$ cat config.mk
export PLATFORM = sky130hd
export DESIGN_NAME = uart_rx_sampler
export DESIGN_NICKNAME = d
export VERILOG_FILES = /design/src/rtl/uart_pkg.sv /design/src/rtl/uart_tick_gen.sv /design/src/rtl/uart_rx_sampler.sv
export SDC_FILE = /design/constraint.sdc
export NUM_CORES = 1
export LEC_CHECK = 0
export BUFFER_PORTS_ARGS = -buffer_cell sky130_fd_sc_hd__buf_2
export CAP_MARGIN = 10
export CELL_PAD_IN_SITES_DETAIL_PLACEMENT = 0
export CELL_PAD_IN_SITES_GLOBAL_PLACEMENT = 2
export CORE_ASPECT_RATIO = 1.5
export CORE_MARGIN = 5
export CORE_UTILIZATION = 32
export DETAILED_ROUTE_END_ITERATION = 16
export PLACE_DENSITY_LB_ADDON = 0.15
export REMOVE_ABC_BUFFERS = 1
export SLEW_MARGIN = 10
export SYNTH_ARGS = -nofsm -noshare
export SYNTH_HDL_FRONTEND = slang
export SYNTH_HIERARCHICAL = 1
export SYNTH_SLANG_ARGS = --single-unit
$ cat constraint.sdc
create_clock -name clk_i -period 3.94 [get_ports clk_i]
set_input_delay 1.182 -clock clk_i [delete_from_list [all_inputs] [get_ports clk_i]]
set_output_delay 1.182 -clock clk_i [all_outputs]
set_load 0.02 [all_outputs]
$ cat src/rtl/uart_pkg.sv
// rtl/uart_pkg.sv - shared UART types, encodings and helpers
package uart_pkg;

  typedef enum logic [2:0] {
    IDLE,
    START,
    DATA,
    PARITY,
    STOP
  } rx_state_e;

  localparam logic [1:0] STOP_1 = 2'b01;
  localparam logic [1:0] STOP_2 = 2'b10;

  localparam logic [3:0] DATA_SIZE_MIN = 4'd6;
  localparam logic [3:0] DATA_SIZE_MAX = 4'd8;

  // Map any requested payload width onto the supported 6..8 range.
  function automatic logic [3:0] clamp_data_size(input logic [3:0] size);
    if (size > DATA_SIZE_MAX) return DATA_SIZE_MAX;
    if (size < DATA_SIZE_MIN) return DATA_SIZE_MIN;
    return size;
  endfunction

endpackage

$ cat src/rtl/uart_tick_gen.sv
// rtl/uart_tick_gen.sv - divisor counter producing a one-cycle oversample tick
module uart_tick_gen #(
  parameter int DIV_WIDTH = 16
) (
  input  logic                 clk_i,
  input  logic                 rst_ni,
  input  logic                 clear_i,
  input  logic [DIV_WIDTH-1:0] divisor_i,
  output logic                 tick_o
);

  logic [DIV_WIDTH-1:0] count;
  logic [DIV_WIDTH-1:0] last;

  // A divisor of 0 behaves like 1: tick every cycle.
  assign last   = (divisor_i == '0) ? '0 : divisor_i - 1'b1;
  assign tick_o = !clear_i && (count == last);

  // Count 0..last and wrap; clear holds the phase at zero so a new frame starts aligned.
  always_ff @(posedge clk_i) begin
    if (!rst_ni || clear_i) begin
      count <= '0;
    end else if (count >= last) begin
      count <= '0;
    end else begin
      count <= count + 1'b1;
    end
  end

endmodule

$ cat src/rtl/uart_rx_sampler.sv
// rtl/uart_rx_sampler.sv - oversampling UART receiver; UART_RX_MAJORITY_EN selects 2-of-3 bit voting
module uart_rx_sampler
  import uart_pkg::*;
#(
  parameter int DIV_WIDTH   = 16,
  parameter int OVERSAMPLE  = 16,
  parameter int SYNC_STAGES = 2
) (
  input  logic                 clk_i,
  input  logic                 rst_ni,
  input  logic                 en_i,
  input  logic                 rx_i,
  input  logic [DIV_WIDTH-1:0] divisor_i,
  input  logic [3:0]           data_size_i,
  input  logic                 parity_size_i,
  input  logic                 parity_type_i,
  input  logic [1:0]           stop_size_i,
  input  logic                 fifo_full_i,
  output logic [8:0]           data_o,
  output logic                 valid_o,
  output logic                 parity_err_o,
  output logic                 frame_err_o,
  output logic                 overrun_o,
  output logic                 busy_o
);

  localparam int TCW = $clog2(OVERSAMPLE);
  localparam logic [TCW-1:0] TC_LAST = TCW'(OVERSAMPLE - 1);
  localparam logic [TCW-1:0] TC_MID  = TCW'(OVERSAMPLE / 2 - 1);

  rx_state_e state_q, state_d;

  logic [SYNC_STAGES-1:0] sync_q;
  logic                   rx_s, rx_prev, fall;
  logic                   tick, samp, bit_val;
  logic                   start_frame, done, frame_bad;

  logic [TCW-1:0]       tc;
  logic [3:0]           bit_cnt;
  logic [8:0]           data_q;
  logic                 stop_cnt, ferr_q, perr_q;
  logic [DIV_WIDTH-1:0] cfg_div;
  logic [3:0]           cfg_size;
  logic                 cfg_par, cfg_odd, cfg_stop2;

  assign rx_s   = sync_q[SYNC_STAGES-1];
  assign fall   = rx_prev && !rx_s;
  assign samp   = tick && (tc == TC_MID);
  assign busy_o = (state_q != IDLE);

  // Bring the asynchronous line into clk_i and keep one extra flop for edge detection.
  always_ff @(posedge clk_i) begin
    if (!rst_ni) begin
      sync_q  <= '1;
      rx_prev <= 1'b1;
    end else begin
      sync_q  <= {sync_q[SYNC_STAGES-2:0], rx_i};
      rx_prev <= rx_s;
    end
  end

  uart_tick_gen #(.DIV_WIDTH(DIV_WIDTH)) u_tick (
    .clk_i     (clk_i),
    .rst_ni    (rst_ni),
    .clear_i   (state_q == IDLE),
    .divisor_i (cfg_div),
    .tick_o    (tick)
  );

`ifdef UART_RX_MAJORITY_EN
  logic [1:0] vote_q;

  // Keep the two tick samples preceding the sample point so the vote resolves on time.
  always_ff @(posedge clk_i) begin
    if (!rst_ni) begin
      vote_q <= 2'b11;
    end else if (tick) begin
      vote_q <= {vote_q[0], rx_s};
    end
  end

  assign bit_val = (vote_q[1] & vote_q[0]) | (vote_q[1] & rx_s) | (vote_q[0] & rx_s);
`else
  assign bit_val = rx_s;
`endif

  // The final stop sample is still on the line when the frame completes, so fold it in here.
  assign frame_bad = ferr_q || !bit_val;

  // FSM state register.
  always_ff @(posedge clk_i) begin
    if (!rst_ni) state_q <= IDLE;
    else         state_q <= state_d;
  end

  // Next-state logic; disabling the receiver aborts any frame silently.
  always_comb begin
    state_d     = state_q;
    start_frame = 1'b0;
    done        = 1'b0;
    if (!en_i) begin
      state_d = IDLE;
    end else begin
      unique case (state_q)
        IDLE:    if (fall) begin state_d = START; start_frame = 1'b1; end
        START:   if (samp) state_d = bit_val ? IDLE : DATA;
        DATA:    if (samp && (bit_cnt == cfg_size - 4'd1)) state_d = cfg_par ? PARITY : STOP;
        PARITY:  if (samp) state_d = STOP;
        STOP:    if (samp && (!cfg_stop2 || stop_cnt)) begin state_d = IDLE; done = 1'b1; end
        default: state_d = IDLE;
      endcase
    end
  end

  // Bit timing, config latch and payload/error capture at each sample point.
  always_ff @(posedge clk_i) begin
    if (!rst_ni) begin
      tc        <= '0;
      bit_cnt   <= '0;
      data_q    <= '0;
      stop_cnt  <= 1'b0;
      ferr_q    <= 1'b0;
      perr_q    <= 1'b0;
      cfg_div   <= DIV_WIDTH'(1);
      cfg_size  <= DATA_SIZE_MAX;
      cfg_par   <= 1'b0;
      cfg_odd   <= 1'b0;
      cfg_stop2 <= 1'b0;
    end else if (start_frame) begin
      tc        <= '0;
      bit_cnt   <= '0;
      data_q    <= '0;
      stop_cnt  <= 1'b0;
      ferr_q    <= 1'b0;
      perr_q    <= 1'b0;
      cfg_div   <= divisor_i;
      cfg_size  <= clamp_data_size(data_size_i);
      cfg_par   <= parity_size_i;
      cfg_odd   <= parity_type_i;
      cfg_stop2 <= (stop_size_i == STOP_2);
    end else begin
      // tc runs straight through the start bit, so each later sample lands one bit period on.
      if (tick) tc <= (tc == TC_LAST) ? '0 : tc + 1'b1;
      if (samp) begin
        unique case (state_q)
          DATA: begin
            data_q[bit_cnt] <= bit_val;
            bit_cnt         <= bit_cnt + 4'd1;
          end
          PARITY: perr_q <= ((^data_q) ^ bit_val) != cfg_odd;
          STOP: begin
            if (!bit_val) ferr_q <= 1'b1;
            stop_cnt <= 1'b1;
          end
          default: ;
        endcase
      end
    end
  end

  // Completion outputs, registered one cycle after the final stop sample.
  always_ff @(posedge clk_i) begin
    if (!rst_ni) begin
      data_o       <= '0;
      valid_o      <= 1'b0;
      parity_err_o <= 1'b0;
      frame_err_o  <= 1'b0;
      overrun_o    <= 1'b0;
    end else begin
      valid_o      <= 1'b0;
      parity_err_o <= 1'b0;
      frame_err_o  <= 1'b0;
      if (!en_i) overrun_o <= 1'b0;
      if (done) begin
        data_o       <= data_q;
        frame_err_o  <= frame_bad;
        parity_err_o <= perr_q;
        if (!frame_bad && !perr_q) begin
          if (fifo_full_i) overrun_o <= 1'b1;
          else             valid_o   <= 1'b1;
        end
      end
    end
  end

endmodule
After elaboration in Yosys (flattened, before gate mapping)

Index checks and enable logic that the tools add are counted.

Output and inout bits: 14
Bits of input ports: 29
Register bits after elaboration: 78
Logic and storage cells: 113

Add/sub/neg operators: 5
Muxes and demuxes: 35
$lt $le $gt $ge: 5
Reduce and logical (&&, ||, !) cells: 30
Bitwise operators: 3
Equality and inequality tests: 15

Operator list:

| kind                                                | count |
|---|---|
| 2-to-1 mux 4 bit                                    | 5 |
| 2-to-1 mux 1 bit                                    | 19 |
| 2-to-1 mux 3 bit                                    | 6 |
| adder 16 x 1 -> 16 bit, second input constant       | 1 |
| equality test 16 bit                                | 1 |
| >= comparator 16 bit                                | 1 |
| zero test 16 bit                                    | 1 |
| 2-to-1 mux 16 bit                                   | 1 |
| subtractor 16 x 1 -> 16 bit, second input constant  | 1 |
| one-hot mux 3 bit (5 select lines)                  | 1 |
| != test 2 bit, second input constant                | 5 |
| AND reduction 2 bit                                 | 5 |
| bitwise mux 9 bit                                   | 1 |
| XOR reduction 9 bit                                 | 1 |
| adder 4 x 1 -> 4 bit, second input constant         | 2 |
| logical AND 1 bit                                   | 7 |
| equality test 3 x 2 -> 1 bit, second input constant | 2 |
| zero test 1 bit                                     | 6 |
| AND reduction 3 bit                                 | 2 |
| < comparator 4 x 5 -> 1 bit, second input constant  | 1 |
| AND reduction 5 bit                                 | 1 |
| demux 1 bit (select 4 bit)                          | 1 |
| equality test 4 x 3 -> 1 bit, second input constant | 1 |
| equality test 4 bit                                 | 1 |
| 16 further kinds                                    | 20 |

Depth between registers and ports, before layout

Depth in word-level cells: 12
Gate-level depth with buffers: 18
Mapped depth without buffers: 15

Hierarchy

The synthesis kept the hierarchy.

Modules (own cells, without submodules):

| module          | cells an instance | area an instance (um^2) | instances | seq. area each (um^2) |
|---|---|---|---|---|
| uart_rx_sampler | 314               | 2,752.6                 | 1         | 1,241.2 |
| uart_tick_gen   | 171               | 1,363.8                 | 1         | 320.3 |

Worst setup path after synthesis

OpenSTA, ideal clock, no wires.

Path type: register -> register
Start point: register cfg_div[8]
End point: register data_o[1]
Slack: 0.285 ns
Library setup time: 0.066 ns
Cell stages (with the launch flop): 17
Period minus slack after synthesis: 3.655 ns
Path buffers: 2
Data arrival time: 3.589 ns
Required time: 3.874 ns
Path through: dfxtp_1 > nor4_1 > and2b_1 > nand4_1 > nor3_1 > mux2i_1 > ha_1 > and4_1 > nand3_1 > nor4_1 > and4b_1 > buf_4 > and3_4 > and3_4 > buf_6 > nand2_1 > a21boi_2

Longest elaborated chain between the ends: 9
Elaborated cells on any way between the ends: 10
Classes of those cells: add/sub: 1; eq/ne: 1; mux: 4; reduce/logical: 4

RTL lines:

| what                                                            | line                   | RTL |
|---|---|---|
| from (decl)                                                     | uart_rx_sampler.sv:42  | `logic [DIV_WIDTH-1:0] cfg_div;` |
| from (signal assigned)                                          | uart_rx_sampler.sv:136 | `cfg_div <= divisor_i;` |
| subtractor 16 x 1 -> 16 bit or zero test 16 bit (tied branches) | uart_tick_gen.sv:16    | `assign last = (divisor_i == '0) ? '0 : divisor_i - 1'b1;` |
| 2-to-1 mux 16 bit (*)                                           | uart_tick_gen.sv:16    |  |
| equality test 16 bit (*)                                        | uart_tick_gen.sv:17    | `assign tick_o = !clear_i && (count == last);` |
| logical AND 1 bit (*)                                           | uart_tick_gen.sv:17    |  |
| via tick                                                        | uart_rx_sampler.sv:35  | `logic tick, samp, bit_val;` |
| logical AND 1 bit (*)                                           | uart_rx_sampler.sv:48  | `assign samp = tick && (tc == TC_MID);` |
| logical AND 1 bit (*)                                           | uart_rx_sampler.sv:109 | `STOP: if (samp && (!cfg_stop2 \|\| stop_cnt)) begin state_d = IDLE; done = 1'b1; end` |
| 2-to-1 mux 1 bit (*)                                            | uart_rx_sampler.sv:109 |  |
| 2-to-1 mux 1 bit (*)                                            | uart_rx_sampler.sv:104 | `unique case (state_q)` |
| 2-to-1 mux 1 bit (*)                                            | uart_rx_sampler.sv:101 | `if (!en_i) begin` |
| to (signal assigned)                                            | uart_rx_sampler.sv:175 | `data_o <= data_q;` |
| to (decl)                                                       | uart_rx_sampler.sv:19  | `output logic [8:0] data_o,` |

Mark *: on every way through the listed nets, which the timed path passes. The rest lies on a longest branch.
A chain may end at the register's enable or synchronous reset.

Final worst setup path

Start point: register cfg_div[9]
End point: register overrun_o

Longest elaborated chain between the ends: 10
Elaborated cells on any way between the ends: 11
Classes of those cells: add/sub: 1; eq/ne: 1; mux: 5; reduce/logical: 4

RTL lines:

| what                                                            | line                   | RTL |
|---|---|---|
| subtractor 16 x 1 -> 16 bit or zero test 16 bit (tied branches) | uart_tick_gen.sv:16    |  |
| 2-to-1 mux 16 bit (*)                                           | uart_tick_gen.sv:16    |  |
| equality test 16 bit (*)                                        | uart_tick_gen.sv:17    |  |
| logical AND 1 bit (*)                                           | uart_tick_gen.sv:17    |  |
| via tick                                                        | uart_rx_sampler.sv:35  |  |
| logical AND 1 bit (*)                                           | uart_rx_sampler.sv:48  |  |
| logical AND 1 bit (*)                                           | uart_rx_sampler.sv:109 |  |
| 2-to-1 mux 1 bit (*)                                            | uart_rx_sampler.sv:109 |  |
| 2-to-1 mux 1 bit (*)                                            | uart_rx_sampler.sv:104 |  |
| 2-to-1 mux 1 bit (*)                                            | uart_rx_sampler.sv:101 |  |
| 2-to-1 mux 1 bit (*)                                            | uart_rx_sampler.sv:174 | `if (done) begin` |
| to (signal assigned)                                            | uart_rx_sampler.sv:168 | `overrun_o <= 1'b0;` |
| to (signal assigned)                                            | uart_rx_sampler.sv:173 | `if (!en_i) overrun_o <= 1'b0;` |
| to (signal assigned)                                            | uart_rx_sampler.sv:179 | `if (fifo_full_i) overrun_o <= 1'b1;` |
| to (decl)                                                       | uart_rx_sampler.sv:23  | `output logic overrun_o,` |

Marked as above.

==> flow_metrics.py <==
metrics = {
    "status": {
        "outcome": "completed",
    },
    "logic_synthesis": {
        "async_flop_share_pct": 0,
        "syn-instance-count": 485,
        "ys_ff_latch": 78,
        "yosys_warnings": 6,
        "netlist_area_um2": 4120,
        "yosysSeqAreaShare_pct": 37.9,
        "synth-xor-area-share_pct": 9.60,
        "synthSimpleGateAreaFrac_pct": 27.8,
        "syn_area_per_cell_um2": 8.49,
        "synthMuxAreaShare_pct": 1.49,
        "synth_top_family_by_area": "simple AND/OR/NAND/NOR gates",
        "synth_edf_count": 0,
        "synth_compound_area_share_pct": 11.9,
        "synthAdderAreaFrac_pct": 7.29,
        "synth.distinct_cells": 56,
        "ys_dominant_reg_cell": "dfxtp_1",
    },
    "power_and_ir_drop": {
        "clockPowerShare_pct": 48.1,
        "cellInternalPower_w": 0.00138,
        "leakage_nw": 1.88,
        "switchingPower_w": 0.000415,
        "vdd.ir_drop.worst_mv": 0.222,
        "finalPower_w": 0.00179,
        "swShare_pct": 23.2,
        "p_comb_share_pct": 7.0,
        "cellPowerDensity_nw_per_um2": 372,
        "seqPwrFrac_pct": 44.9,
    },
    "worst_setup_path": {
        "cp-end-kind": "flip-flop",
        "critPathKind": "flip-flop to flip-flop",
        "cp-endpoint": "overrun_o$_SDFF_PN0_",
        "path_buf_inv": 1,
        "slowest_stage": "dfxtp_1",
        "path_delay_family": "simple AND/OR/NAND/NOR gates",
        "crit_path_start": "cfg_div[9]$_SDFFE_PN0P_",
        "cp_max_fo": 13,
        "rr_worst_depth": 15,
        "crit_path_start_kind": "flip-flop",
        "cp.depth": 15,
        "rrSetupSlack_ns": 0.36,
        "cp_slowest_stage_delay_ns": 0.36,
        "cp.arrival_ns": 3.85,
        "worstPathRequired_ns": 4.21,
        "cp_cell_sequence": "nor4_2 -> and2b_1 -> nand4_1 -> nor3_2 -> mux2i_1 -> ha_1 -> and4_1 -> nand3_1 -> nor4_4 -> and4b_1 -> buf_4 -> and3_4 -> and3_4 -> a32oi_1 -> nor2b_1",
        "r2r_start": "cfg_div[9]$_SDFFE_PN0P_",
        "rr_endpoint": "overrun_o$_SDFF_PN0_",
        "path_common_cell": "and3_4",
    },
    "drt": {
        "vias": 3343,
        "ant_nets": 0,
        "drc": 0,
        "wl_per_cell_um": 14.8,
        "via_per_inst": 4.87,
        "dr.pass1.iters": 4,
        "wl_mm": 10.1,
        "first_iter_violations": 85,
    },
    "final_layout": {
        "design_area_um2": 4820,
        "drive_above_1_share_pct": 18.5,
        "area_delta_synth_final_pct": 17.1,
        "final_util_pct": 38.3,
        "antenna_cells": 0,
        "final_nets": 578,
    },
    "grt": {
        "grt_overflow": 0,
        "grt_first_pass_wirelength_mm": 16.7,
        "grt_start_max_net_pins": 33,
        "grt_usage_pct": 14.1,
        "grt_pass1_vias": 3563,
        "antenna_found_initial": 0,
    },
    "place": {
        "placed_area_um2": 4470,
        "gp_congestion": 0.766,
        "pre_cts_ws_ns": -0.0161,
        "hpwl_mm": 7.91,
        "portBuffers": 42,
    },
    "timing": {
        "grt_setup_unrepaired": "no",
        "setup_viol": 0,
        "finalHoldViolations": 0,
        "fmax_ghz": 0.279,
        "setup_ws_ns": 0.361,
        "finalCritPeriodShare_pct": 90.8,
        "layout_min_cycle_time_ns": 3.58,
        "max-slew-margin-rel_pct": 62.5,
        "clock_skew_ns": 0.00787,
        "drv_slew": 0,
        "worst_pin_slew_ns": 0.558,
    },
    "floorplan": {
        "die_w_um": 103,
        "start_util_pct": 32.7,
        "coreArea_um2": 12600,
        "dieArea_um2": 15300,
        "dieHeight_um": 149,
        "rows": 50,
        "pin_count": 43,
    },
    "flow_run": {
        "drv_cap": 0,
    },
    "clock_network": {
        "clk_latency_ns": 0.34,
        "clkSinkCount": 78,
        "clk_pin_slew_ns": 0.06,
        "cts_buffers": 9,
        "htree_levels": 3,
        "post_cts_buffers": 0,
        "ctsLongestPathBuffers": 2,
        "cts-root-buf": "clkbuf_16",
        "cts_tree": "yes",
    },
    "hold_path": {
        "hp-class": "flip-flop to flip-flop",
    },
}
repair_timing:
item | in CTS | in global routing
hold buffers | 0 | 0
resized for setup | 1 | 7
setup endpoints to repair | 10 | 25
layout make-up:
cell class,count,area (um^2)
tap,156,195
sequential,78,1560
timing repair buffer,51,278
inverter,12,45.0
clock inverter,5,56.3
fill,1329,7760
clock buffer,11,253
multi-input combinational,373,2430
metal layers:
metal  track usage, %  vias to the layer above  share of wire [%]
li1                 -                     1733                  -
met2             28.8                       27                 59
met3             3.14                        9                2.0
met5                0                        -                  0
met1             13.3                     1574                 37
met4             4.46                        0                1.2
through the flow:
step                setup TNS (ns)  hold WS, ns  instances
finish                           0        0.414        686
global route                     0        0.432        686
floorplan                        0        0.386        463
global placement                 0        0.404        670
CTS                              0        0.416        686
detailed placement         -0.0285        0.403        670
worst register-to-register path, stage by stage (launching register included):
cell     delay (ns)
dfxtp_1        0.36
nor4_2         0.32
and2b_1        0.23
nand4_1        0.17
nor3_2         0.17
mux2i_1        0.11
ha_1           0.32
and4_1         0.23
nand3_1        0.18
nor4_4         0.33
and4b_1        0.22
buf_4          0.17
and3_4         0.22
and3_4         0.27
a32oi_1        0.11
nor2b_1        0.11
power by group through the flow:
stage	registers, W	clock network (W)	logic, W
3_3_place_gp	0.000822	0	0.000121
5_1_grt	0.000805	0.000926	0.000140
3_5_place_dp	0.000822	0	0.000122
2_1_floorplan	0.000820	0	0.0000760
6_report	0.000805	0.000861	0.000125
4_1_cts	0.000804	0.000891	0.000124
placed cells by master, fill, tap and decap left out, types with 2 or more instances in the layout:
| cell | n |
|---|---|
| nor2_1 | 38 |
| nand4_1 | 9 |
| o21ai_0 | 4 |
| nand4b_1 | 2 |
| clkbuf_8 | 2 |
| a21o_2 | 2 |
| nand2_2 | 2 |
| mux2i_1 | 5 |
| clkbuf_16 | 9 |
| clkinv_2 | 2 |
| or4_1 | 2 |
| buf_2 | 42 |
| and4b_1 | 3 |
| a31oi_1 | 3 |
| xor2_1 | 20 |
| nand3_1 | 22 |
| buf_4 | 9 |
| a21oi_1 | 18 |
| a21boi_2 | 8 |
| and3_1 | 5 |
| nor3b_1 | 3 |
| and3_4 | 3 |
| nor4_1 | 2 |
| nand2b_1 | 5 |
| inv_1 | 12 |
| nor3_1 | 12 |
| nand3b_1 | 2 |
| ha_1 | 24 |
| nor2b_1 | 3 |
| nor3_2 | 3 |
| xnor2_1 | 20 |
| xnor3_1 | 2 |
| nand2_1 | 105 |
| a21boi_0 | 20 |
| dfxtp_1 | 78 |
state kept, by name, summed over array words and instances (netlist names), 2 cells and up:
name,cells
cfg_div,16
tc,4
u_tick/count,16
state_q,3
bit_cnt,4
cfg_size,4
sync_q,2
data_o,9
data_q,9
cell usage after synthesis, types with 3 or more instances:
cell type / count / area share (%)
inv_1: 12 / 1.1
nand4_1: 9 / 1.4
a31oi_1: 3 / 0.46
and3_1: 6 / 0.91
nor2_1: 38 / 3.5
buf_2: 9 / 1.1
nor4_1: 4 / 0.61
a21oi_1: 18 / 2.2
nand3_1: 23 / 2.8
nand2b_1: 5 / 0.76
a21boi_0: 20 / 3.6
ha_1: 24 / 7.3
and3_4: 3 / 0.82
mux2i_1: 5 / 1.2
and4b_1: 3 / 0.73
nor3_1: 14 / 1.7
nor2b_1: 3 / 0.46
nor3b_1: 3 / 0.55
clkbuf_1: 8 / 0.73
xnor2_1: 20 / 4.3
o21ai_0: 5 / 0.61
dfxtp_1: 78 / 38
nand2_1: 105 / 9.6
a21boi_2: 8 / 2.2
xor2_1: 20 / 4.3
how the worst min path moves through the flow:
| stage | from | cells after the start | slack, ns | to |
|---|---|---|---|---|
| floorplan | sync_q[0]$_SDFF_PN1_ | 1 | 0.39 | sync_q[1]$_SDFF_PN1_ |
| global placement | sync_q[0]$_SDFF_PN1_ | 1 | 0.40 | sync_q[1]$_SDFF_PN1_ |
| detailed placement | sync_q[0]$_SDFF_PN1_ | 1 | 0.40 | sync_q[1]$_SDFF_PN1_ |
| CTS | sync_q[0]$_SDFF_PN1_ | 1 | 0.42 | sync_q[1]$_SDFF_PN1_ |
| global route | sync_q[0]$_SDFF_PN1_ | 1 | 0.43 | sync_q[1]$_SDFF_PN1_ |
| finish | sync_q[0]$_SDFF_PN1_ | 1 | 0.41 | sync_q[1]$_SDFF_PN1_ |
cells by family (layout without fill, tap and decap cells):
kind of cell	after synthesis	after routing
compound gates	67	67
xor+xnor	42	42
fa+ha+maj	24	24
buf+inv	34	79
flops	78	78
mux	6	6
simple gates	234	234
(Power assumes the default switching activity.)
